===== config.mk =====
export PLATFORM = sky130hd
export DESIGN_NAME = mem_wb_stage_flat
export DESIGN_NICKNAME = d
export VERILOG_FILES = /design/src/rtl/mem_wb_if.sv /design/src/rtl/mem_wb_stage.sv /design/src/flat_wrapper.sv
export SDC_FILE = /design/constraint.sdc
export NUM_CORES = 1
export LEC_CHECK = 0
export BUFFER_PORTS_ARGS = -buffer_cell sky130_fd_sc_hd__buf_2
export CORE_AREA = 2 2 112 114
export CTS_CLUSTER_SIZE = 30
export DETAILED_ROUTE_END_ITERATION = 10
export DIE_AREA = 0 0 114 116
export MAX_ROUTING_LAYER = met4
export PLACE_DENSITY = 0.79
export SKIP_CTS_REPAIR_TIMING = 1
export SLEW_MARGIN = 20
export SYNTH_ARGS = -nofsm -noshare
export SYNTH_HDL_FRONTEND = slang
export SYNTH_SLANG_ARGS = --single-unit

===== constraint.sdc =====
create_clock -name i_clk -period 2.9 [get_ports i_clk]
set_clock_uncertainty 0.2 [all_clocks]
set_input_delay 0.145 -clock i_clk [delete_from_list [all_inputs] [get_ports i_clk]]
set_output_delay 0.145 -clock i_clk [all_outputs]
set_load 0.01 [all_outputs]

===== src/rtl/mem_wb_if.sv =====
// MEM/WB stage bus: MEM-stage control and data in, write-back results out.
// Stall/flush travel with the bus so the pipeline controller drives them
// alongside the instruction it qualifies.
interface mem_wb_if #(
  parameter int P_RD_W = 5
);
  logic              i_stall;
  logic              i_flush;
  logic              i_mem_valid;
  logic [31:0]       i_mem_instr;
  logic              i_mem_rd_wren;
  logic [1:0]        i_mem_wb_sel;
  logic [31:0]       i_mem_alu_data;
  logic [31:0]       i_mem_pc_four;
  logic [31:0]       i_ld_data;
  logic              o_wb_valid;
  logic [P_RD_W-1:0] o_wb_rd_addr;
  logic              o_wb_rd_wren;
  logic [31:0]       o_wb_data;
  logic              o_misalign;

  modport master (
    output i_stall, i_flush, i_mem_valid, i_mem_instr, i_mem_rd_wren,
           i_mem_wb_sel, i_mem_alu_data, i_mem_pc_four, i_ld_data,
    input  o_wb_valid, o_wb_rd_addr, o_wb_rd_wren, o_wb_data, o_misalign
  );

  modport slave (
    input  i_stall, i_flush, i_mem_valid, i_mem_instr, i_mem_rd_wren,
           i_mem_wb_sel, i_mem_alu_data, i_mem_pc_four, i_ld_data,
    output o_wb_valid, o_wb_rd_addr, o_wb_rd_wren, o_wb_data, o_misalign
  );
endinterface


===== src/rtl/mem_wb_stage.sv =====
// MEM/WB pipeline register and load formatter. The LSU returns its word one
// cycle after the address, so the MEM-stage control is registered here and
// meets the load word in WB. Byte/half lanes are extracted and extended,
// misaligned loads are flagged (and their write suppressed), and the load
// word is captured on the first stalled edge so WB output stays stable even
// if the LSU moves on.
module mem_wb_stage #(
  parameter int P_HOLD_EN = 1,
  parameter int P_RD_W    = 5
) (
  input  logic     i_clk,
  input  logic     i_rst_n,
  mem_wb_if.slave  bus
);

  localparam logic [1:0] SEL_ALU  = 2'b00;
  localparam logic [1:0] SEL_LOAD = 2'b01;
  localparam logic [1:0] SEL_PC4  = 2'b10;

  localparam logic [2:0] F3_LB  = 3'b000;
  localparam logic [2:0] F3_LH  = 3'b001;
  localparam logic [2:0] F3_LW  = 3'b010;
  localparam logic [2:0] F3_LBU = 3'b100;
  localparam logic [2:0] F3_LHU = 3'b101;

  logic              valid_r;
  logic              rd_wren_r;
  logic [2:0]        funct3_r;
  logic [P_RD_W-1:0] rd_r;
  logic [1:0]        wb_sel_r;
  logic [31:0]       alu_r;
  logic [31:0]       pc4_r;
  logic [31:0]       hold_q_r;
  logic              hold_vld_r;

  logic [31:0]       ld_w_s;
  logic [7:0]        byte_s;
  logic [15:0]       half_s;
  logic [31:0]       fmt_s;
  logic              misalign_s;
  logic [31:0]       data_s;

  // Stage register: flush inserts a bubble, stall holds, otherwise capture MEM.
  always_ff @(posedge i_clk or negedge i_rst_n) begin
    if (!i_rst_n) begin
      valid_r   <= 1'b0;
      rd_wren_r <= 1'b0;
      funct3_r  <= 3'b000;
      rd_r      <= '0;
      wb_sel_r  <= 2'b00;
      alu_r     <= 32'h0000_0000;
      pc4_r     <= 32'h0000_0000;
    end else if (bus.i_flush) begin
      valid_r   <= 1'b0;
    end else if (!bus.i_stall) begin
      valid_r   <= bus.i_mem_valid;
      rd_wren_r <= bus.i_mem_rd_wren;
      funct3_r  <= bus.i_mem_instr[14:12];
      rd_r      <= bus.i_mem_instr[7 +: P_RD_W];
      wb_sel_r  <= bus.i_mem_wb_sel;
      alu_r     <= bus.i_mem_alu_data;
      pc4_r     <= bus.i_mem_pc_four;
    end else begin
      valid_r   <= valid_r;
    end
  end

  generate
    if (P_HOLD_EN != 0) begin : g_hold
      // Capture the load word on the first stalled edge of a WB load; release when the stall ends.
      always_ff @(posedge i_clk or negedge i_rst_n) begin
        if (!i_rst_n) begin
          hold_q_r   <= 32'h0000_0000;
          hold_vld_r <= 1'b0;
        end else if (bus.i_flush || !bus.i_stall) begin
          hold_vld_r <= 1'b0;
        end else if (valid_r && (wb_sel_r == SEL_LOAD) && !hold_vld_r) begin
          hold_q_r   <= bus.i_ld_data;
          hold_vld_r <= 1'b1;
        end else begin
          hold_vld_r <= hold_vld_r;
        end
      end
    end else begin : g_no_hold
      assign hold_q_r   = 32'h0000_0000;
      assign hold_vld_r = 1'b0;
    end
  endgenerate

  // Load formatting, misalignment detection and write-back selection.
  always_comb begin
    ld_w_s = hold_vld_r ? hold_q_r : bus.i_ld_data;

    case (alu_r[1:0])
      2'b00:   byte_s = ld_w_s[7:0];
      2'b01:   byte_s = ld_w_s[15:8];
      2'b10:   byte_s = ld_w_s[23:16];
      2'b11:   byte_s = ld_w_s[31:24];
      default: byte_s = ld_w_s[7:0];
    endcase

    half_s = alu_r[1] ? ld_w_s[31:16] : ld_w_s[15:0];

    case (funct3_r)
      F3_LB:   fmt_s = {{24{byte_s[7]}}, byte_s};
      F3_LH:   fmt_s = {{16{half_s[15]}}, half_s};
      F3_LW:   fmt_s = ld_w_s;
      F3_LBU:  fmt_s = {24'h00_0000, byte_s};
      F3_LHU:  fmt_s = {16'h0000, half_s};
      default: fmt_s = 32'h0000_0000;
    endcase

    // Only loads can be misaligned; byte loads never are.
    if (valid_r && (wb_sel_r == SEL_LOAD)) begin
      case (funct3_r)
        F3_LH, F3_LHU: misalign_s = alu_r[0];
        F3_LW:         misalign_s = (alu_r[1:0] != 2'b00);
        default:       misalign_s = 1'b0;
      endcase
    end else begin
      misalign_s = 1'b0;
    end

    case (wb_sel_r)
      SEL_ALU:  data_s = alu_r;
      SEL_LOAD: data_s = fmt_s;
      SEL_PC4:  data_s = pc4_r;
      default:  data_s = 32'h0000_0000;
    endcase
  end

  assign bus.o_wb_valid   = valid_r;
  assign bus.o_wb_data    = valid_r ? data_s : 32'h0000_0000;
  assign bus.o_wb_rd_addr = valid_r ? rd_r : '0;
  assign bus.o_wb_rd_wren = valid_r & rd_wren_r & (rd_r != '0) & ~misalign_s;
  assign bus.o_misalign   = misalign_s;

endmodule

===== src/flat_wrapper.sv =====
// flat-port wrapper written by rule: the top's interface ports become plain ports
module mem_wb_stage_flat 
#(
  parameter int P_HOLD_EN = 1,
  parameter int P_RD_W    = 5
)
  (i_clk, i_rst_n, bus_i_stall, bus_i_flush, bus_i_mem_valid, bus_i_mem_instr, bus_i_mem_rd_wren, bus_i_mem_wb_sel, bus_i_mem_alu_data, bus_i_mem_pc_four, bus_i_ld_data, bus_o_wb_valid, bus_o_wb_rd_addr, bus_o_wb_rd_wren, bus_o_wb_data, bus_o_misalign);
  mem_wb_if #(.P_RD_W(P_RD_W)) bus_i ();
  input  logic i_clk;
  input  logic i_rst_n;
  input wire logic [$bits(bus_i.i_stall)-1:0] bus_i_stall;
  input wire logic [$bits(bus_i.i_flush)-1:0] bus_i_flush;
  input wire logic [$bits(bus_i.i_mem_valid)-1:0] bus_i_mem_valid;
  input wire logic [$bits(bus_i.i_mem_instr)-1:0] bus_i_mem_instr;
  input wire logic [$bits(bus_i.i_mem_rd_wren)-1:0] bus_i_mem_rd_wren;
  input wire logic [$bits(bus_i.i_mem_wb_sel)-1:0] bus_i_mem_wb_sel;
  input wire logic [$bits(bus_i.i_mem_alu_data)-1:0] bus_i_mem_alu_data;
  input wire logic [$bits(bus_i.i_mem_pc_four)-1:0] bus_i_mem_pc_four;
  input wire logic [$bits(bus_i.i_ld_data)-1:0] bus_i_ld_data;
  output wire logic [$bits(bus_i.o_wb_valid)-1:0] bus_o_wb_valid;
  output wire logic [$bits(bus_i.o_wb_rd_addr)-1:0] bus_o_wb_rd_addr;
  output wire logic [$bits(bus_i.o_wb_rd_wren)-1:0] bus_o_wb_rd_wren;
  output wire logic [$bits(bus_i.o_wb_data)-1:0] bus_o_wb_data;
  output wire logic [$bits(bus_i.o_misalign)-1:0] bus_o_misalign;
  assign bus_i.i_stall = bus_i_stall;
  assign bus_i.i_flush = bus_i_flush;
  assign bus_i.i_mem_valid = bus_i_mem_valid;
  assign bus_i.i_mem_instr = bus_i_mem_instr;
  assign bus_i.i_mem_rd_wren = bus_i_mem_rd_wren;
  assign bus_i.i_mem_wb_sel = bus_i_mem_wb_sel;
  assign bus_i.i_mem_alu_data = bus_i_mem_alu_data;
  assign bus_i.i_mem_pc_four = bus_i_mem_pc_four;
  assign bus_i.i_ld_data = bus_i_ld_data;
  assign bus_o_wb_valid = bus_i.o_wb_valid;
  assign bus_o_wb_rd_addr = bus_i.o_wb_rd_addr;
  assign bus_o_wb_rd_wren = bus_i.o_wb_rd_wren;
  assign bus_o_wb_data = bus_i.o_wb_data;
  assign bus_o_misalign = bus_i.o_misalign;
  mem_wb_stage #(.P_HOLD_EN(P_HOLD_EN), .P_RD_W(P_RD_W)) u_core (.i_clk(i_clk), .i_rst_n(i_rst_n), .bus(bus_i));
endmodule

==> results of run 1 <==
[layout by cell type, fill, tap and decap left out, types with 3 or more instances in the layout]
master | synthesis | layout
sky130_fd_sc_hd__buf_2 | 9 | 150
sky130_fd_sc_hd__dlygate4sd3_1 | 0 | 111
sky130_fd_sc_hd__dfrtp_1 | 109 | 107
sky130_fd_sc_hd__mux2_2 | 100 | 100
sky130_fd_sc_hd__mux2i_1 | 59 | 59
sky130_fd_sc_hd__nor2_1 | 55 | 54
sky130_fd_sc_hd__a21oi_1 | 42 | 41
sky130_fd_sc_hd__o21ai_0 | 33 | 33
sky130_fd_sc_hd__mux2_4 | 30 | 30
sky130_fd_sc_hd__nand2_1 | 16 | 16
sky130_fd_sc_hd__buf_4 | 0 | 15
sky130_fd_sc_hd__nor4_1 | 9 | 9
sky130_fd_sc_hd__clkbuf_16 | 0 | 9
sky130_fd_sc_hd__nand3_1 | 8 | 8
sky130_fd_sc_hd__o22ai_1 | 8 | 8
sky130_fd_sc_hd__a221oi_1 | 8 | 8
sky130_fd_sc_hd__and2_1 | 5 | 5
sky130_fd_sc_hd__buf_12 | 0 | 3
[kinds of logic (layout without fill, tap and decap cells)]
kind of cell	count (synthesis)	after routing	share of synthesized area, %
simple gates	107	107	8.04
flops	109	109	43.9
buf+inv	44	298	3.35
compound gates	99	99	9.03
mux	191	191	35.6
[power by group through the flow]
| stage | registers [mW] | logic (mW) | clock network, mW |
|---|---|---|---|
| global placement | 1.98 | 1.12 | 0 |
| CTS | 1.98 | 1.16 | 1.20 |
| global route | 2.03 | 1.41 | 1.28 |
| finish | 1.99 | 1.31 | 1.19 |
| detailed placement | 2.00 | 1.16 | 0 |
| floorplan | 1.93 | 0.845 | 0 |
[worst max path at each step]
| stage | startpoint | endpoint | slack, ns |
|---|---|---|---|
| CTS | u_core.funct3_r[0] | bus_o_wb_data[0] | 0.08 |
| floorplan | u_core.wb_sel_r[1] | u_core.hold_q_r[10] | 0.80 |
| global placement | u_core.funct3_r[0] | bus_o_wb_data[0] | 0.46 |
| detailed placement | u_core.bus.o_wb_valid | u_core.hold_q_r[3] | 0.44 |
| finish | u_core.funct3_r[0] | bus_o_wb_data[24] | 0.19 |
| global route | u_core.hold_vld_r | bus_o_wb_data[9] | 0.08 |
[stage by stage]
| stage | worst slack [ns] | total power [mW] | instance area, sq um | std cells | utilization, % |
|---|---|---|---|---|---|
| 6_report | 0.190 | 4.50 | 8530 | 951 | 71.6 |
| 5_1_grt | 0.0756 | 4.72 | 8530 | 951 | 71.6 |
| 4_1_cts | 0.0755 | 4.34 | 7410 | 840 | 62.2 |
| 3_5_place_dp | 0.442 | 3.16 | 7130 | 824 | 59.9 |
| 3_3_place_gp | 0.458 | 3.10 | 7130 | 824 | 59.9 |
| 2_1_floorplan | 0.797 | 2.78 | 6210 | 550 | - |
[metal layers]
layer  track usage (%)  vias up
met2              40.2      220
met3              5.60       48
met4              10.7        0
met1              34.2     2641
met5                 -        -
li1                  -     2492
[final cells by class]
type                    count  area, sq um  area share (%)
clock buffers              10          229            2.69
clock inverters             6         46.3           0.543
inverters                   3         11.3           0.132
multi-input cells         397         3290            38.6
flip-flops and latches    109         2730            32.0
well taps                 147          184            2.16
repair buffers            279         2030            23.9
[flip-flops by register name, summed over array words and instances (netlist names)]
register and flops:
u_core.alu_r 32, u_core.bus.o_wb_valid 1, u_core.funct3_r 3, u_core.hold_q_r 32, u_core.hold_vld_r 1, u_core.pc4_r 32, u_core.rd_r 5, u_core.rd_wren_r 1
u_core.wb_sel_r 2
==> flow_summary.toml, run 1 <==
[grt]
vias_in_the_first_global_route = 4904
grt_first_pass_wirelength_um = 25700
grt_max_degree = 77
grtUsageTotal_pct = 26.3
antenna_found_initial = 0
grt.overflow.total = 0

[routing]
routed-via-count = 5401
detail_route.drc_violations = 0
drt-wirelength-per-cell_um = 20.2
vias_per_cell = 5.68
met3_wirelength_um = 1140
detail_route.first_pass.iterations = 4
drtIter0Drc = 373
drt.antenna.violating_nets = 0
met1_length_um = 7790
top_signal_layer_used = "met4"
drt_wl_total_um = 19200
met2_wirelength_um = 9600

[logic_synthesis]
synth_sequential_area_ratio_pct = 43.9
yosysUniqueCellTypes = 40
synth-seq-cells = 109
synth.top_cells.by_count = "109 x sky130_fd_sc_hd__dfrtp_1, 100 x sky130_fd_sc_hd__mux2_2, 59 x sky130_fd_sc_hd__mux2i_1, 55 x sky130_fd_sc_hd__nor2_1, 42 x sky130_fd_sc_hd__a21oi_1"
synthDominantAreaCellType = "sky130_fd_sc_hd__dfrtp_1"
postSynthAreaPerCell_sq_um = 11.3
main_synth_ff_type = "sky130_fd_sc_hd__dfrtp_1"
synth_area_leaders = "sky130_fd_sc_hd__dfrtp_1 44%, sky130_fd_sc_hd__mux2_2 18%, sky130_fd_sc_hd__mux2i_1 9.5%"
ys.warnings.count = 0
synth.most_common_cell = "sky130_fd_sc_hd__dfrtp_1"
async_reset_ff_share_pct = 100
synth.cell_area_sq_um = 6210
mappedNetlistNets = 686
post-synth-top-area-fraction_pct = 43.9
postSynthCellCount = 550
synth_enable_flop_cells = 0

[placement]
port_buffer_cells = 151
hpwlAfterDp_um = 12000
gp_congestion = 0.876

[critical_path]
worst-path-max-fanout = 18
critical-path-slowest-cell = "sky130_fd_sc_hd__or3b_4"
timing.reg2reg.worst_path_depth = 5
timing.reg2reg.setup_slack_ns = 0.38
worst_setup_path_start_kind = "flop"
timing.setup.critical_path_class = "reg -> out"
path_cells = "or3b_4 > a21oi_2 > buf_4 > o21ai_0 > a21oi_1 > buf_2"
critical_path.reg2reg.startpoint = "u_core.bus.o_wb_valid"
critical_path_cell_count = 6
end_kind = "output port"
timing.rr.end = "u_core.hold_q_r[1]"
worst-endpoint-required_ns = 2.56
cpPeakStageDelay_ns = 0.55
critical-path-top-delay-family = "simple AND/OR/NAND/NOR gates"
timing.critical_path.buf_inv = 2
critPathArrivalTime_ns = 2.36

[clock_tree]
cts_buffers = 9
clockBufferDepth = 2
clkSlewWorstSetupHoldPaths_ns = 0.07
clock-sinks = 109
cts_htree_levels = 3
cts_root_buffer = "sky130_fd_sc_hd__clkbuf_16"
clk-insertion-delay-late_ns = 0.36
cts_tree = "yes"

[pwr]
seq_power_share_pct = 44.4
power-per-cell-area_nw_per_um2 = 527
cell_internal_power_dissipation_mw = 3.09
ir_drop_uv = 443
comb_power_share_pct = 29.1
netSwitchingPower_mw = 1.41
p_sw_share_pct = 31.3
p_leak_nw = 3.95
clock_power_share_pct = 26.6

[sta]
tightest_slew_ns = 0.784
rsz0062_at_grt = "no"
fin_crit_sh_pct = 93.4
period_needed_ns = 2.71
final_max_slew_viol_count = 0
max_slew_margin_pct = 47.7
timing.final.hold_violations = 0
setup_viol_count_final = 0
timing.fmax_mhz = 369
final.hold.worst_slack_ns = 0.217
tns_ns = 0

[die]
io_pins = 176
die-width_um = 114
chipHeight_um = 116
design.die.area_sq_um = 13200
rows = 40
initial_utilization_pct = 52.1
fp.coreArea_sq_um = 11900

[cells_and_area]
num-fill-cells = 837
layout-drive-gt1-share_pct = 40.4
insertedDiodeCount = 0
final_nets = 935
area_growth_pct = 37.4

[flow_run]
max_cap_viol_count = 0

[run_status]
outcome = "complete, no violations"

[worst_hold_path]
worst_hold_path_type = "in -> async"
Power figures use the tool's default switching activity.
==> run 2, diff against run 1 <==
MAX_ROUTING_LAYER = not set   (was met4)
==> run 2 against run 1 <==
Non-clock buffer count up 1. Via count is 2.8% higher. Highest routed layer unchanged. Die area stayed put. Largest power group unchanged. Sequential share of layout area barely moved. Maximum frequency hardly changed. Cell area hardly changed.
==> flow_summary.toml, run 2 (synthesized netlist as in run 1, its figures left out) <==
[run_status]
outcome = "complete, no violations"

[critical_path]
timing.rr.end = "u_core.hold_q_r[10]"
critical_path.reg2reg.startpoint = "u_core.bus.o_wb_valid"
critical-path-slowest-cell = "sky130_fd_sc_hd__dfrtp_1"
worst-endpoint-required_ns = 2.56
end_kind = "output port"
timing.reg2reg.setup_slack_ns = 0.49
timing.setup.critical_path_class = "reg -> out"
critPathArrivalTime_ns = 2.36
worst-path-max-fanout = 9
path_cells = "mux4_2 > a22o_1 > nor4_1 > nor2_1 > buf_2"
timing.reg2reg.worst_path_depth = 5
cpPeakStageDelay_ns = 0.58
worst_setup_path_start_kind = "flop"

[grt]
grt_max_degree = 77
grt.overflow.total = 0
grt_first_pass_wirelength_um = 26400
vias_in_the_first_global_route = 5013
antenna_found_initial = 0
grtUsageTotal_pct = 26.1

[pwr]
p_leak_nw = 3.95
cell_internal_power_dissipation_mw = 3.11
power-per-cell-area_nw_per_um2 = 530
p_sw_share_pct = 31.1
post-layout-total-power_mw = 4.52
comb_power_share_pct = 29.1
netSwitchingPower_mw = 1.41
seq_power_share_pct = 44.3
ir_drop_uv = 422
clock_power_share_pct = 26.7

[placement]
gp_congestion = 0.856
dp.cells = 825
place_ws_ns = 0.445
hpwlAfterDp_um = 12200
port_buffer_cells = 151

[cells_and_area]
final-instance-count-excl-fill = 952
reg.largest.list = "u_core.alu_r (32), u_core.hold_q_r (32), u_core.pc4_r (32)"
layout-drive-gt1-share_pct = 40.4
final_nets = 936
layout_common_cells = "150 x sky130_fd_sc_hd__buf_2, 111 x sky130_fd_sc_hd__dlygate4sd3_1, 107 x sky130_fd_sc_hd__dfrtp_1, 100 x sky130_fd_sc_hd__mux2_2, 59 x sky130_fd_sc_hd__mux2i_1"
insertedDiodeCount = 0
layout.cells.most_common = "sky130_fd_sc_hd__buf_2"
area_growth_pct = 37.4

[sta]
final.hold.worst_slack_ns = 0.189
max_slew_margin_pct = 48.9
rsz0062_at_grt = "no"
timing.fmax_mhz = 369
setup_viol_count_final = 0
fin_crit_sh_pct = 93.4
postLayoutSetupSlackWorst_ns = 0.191
tns_ns = 0
timing.final.hold_violations = 0
tightest_slew_ns = 0.767
period_needed_ns = 2.71
final_max_slew_viol_count = 0

[clock_tree]
cts_buffers = 9
clockBufferDepth = 2
cts_htree_levels = 3
clk-insertion-delay-late_ns = 0.36
cts_tree = "yes"
cts_root_buffer = "sky130_fd_sc_hd__clkbuf_16"
clock-sinks = 109
clkSlewWorstSetupHoldPaths_ns = 0.07

[routing]
vias_per_cell = 5.83
detail_route.drc_violations = 0
drt_wl_total_um = 19300
drtIter0Drc = 459
routed-via-count = 5550
drt.antenna.violating_nets = 0
drt-wirelength-per-cell_um = 20.3
detail_route.first_pass.iterations = 5

[die]
chipHeight_um = 116
fp.coreArea_sq_um = 11900
design.die.area_sq_um = 13200
rows = 40
initial_utilization_pct = 52.1
die-width_um = 114
io_pins = 176

[flow_run]
max_cap_viol_count = 0

[worst_hold_path]
worst_hold_path_type = "in -> async"
## run 2: cell count changes in the layout (fill, tap and decap cells not counted), sizes merged
cell / change
clkbuf: +2
inv: -1
clkinv: -1
buf: +1
## run 2: critical path, delay by kind of cell, from the launching register on
kind	cells	cell delay, ns
DFF	1	0.58
and+or+nand+nor	2	0.49
muxes	1	0.42
AOI/OAI and AO/OA	1	0.36
buffers and inverters	1	0.16
## run 2: worst max path at each step
stage | startpoint | to | slack [ns] | depth (start not counted)
after floorplan | u_core.wb_sel_r[1] | u_core.hold_q_r[10] | 0.80 | 7
after global placement | u_core.funct3_r[0] | bus_o_wb_data[0] | 0.50 | 5
after detailed placement | u_core.alu_r[0] | bus_o_wb_data[0] | 0.44 | 5
after CTS | u_core.alu_r[0] | bus_o_wb_data[0] | 0.05 | 5
after global routing | u_core.alu_r[1] | bus_o_wb_data[11] | 0.08 | 5
final | u_core.alu_r[1] | bus_o_wb_data[8] | 0.19 | 5
## run 2: layer usage
layer	track usage, %	wire, um
met5	0	0
met4	11.5	609
met3	6.28	1290
met2	41.8	9780
met1	33.8	7600
## run 2: metrics by stage
step / utilization [%] / area (sq um)
floorplan: - / 6210
global placement: 59.8 / 7130
detailed placement: 59.8 / 7130
CTS: 62.2 / 7410
global route: 71.6 / 8530
finish: 71.6 / 8530
## run 2: layout make-up
| cell class | instances | area [sq um] |
|---|---|---|
| timing repair buffer | 280 | 2030 |
| tap | 147 | 184 |
| multi-input combinational | 397 | 3290 |
| fill | 831 | 3390 |
| sequential | 109 | 2730 |
| clock buffer | 12 | 246 |
| clock inverter | 4 | 32.5 |
| inverter | 3 | 11.3 |
## run 2: power by group through the flow
| stage | Sequential [mW] | Clock, mW | Combinational (mW) |
|---|---|---|---|
| 2_1_floorplan | 1.93 | 0 | 0.845 |
| 3_3_place_gp | 1.98 | 0 | 1.12 |
| 3_5_place_dp | 2.01 | 0 | 1.16 |
| 4_1_cts | 1.98 | 1.20 | 1.17 |
| 5_1_grt | 2.03 | 1.27 | 1.42 |
| 6_report | 2.00 | 1.20 | 1.31 |
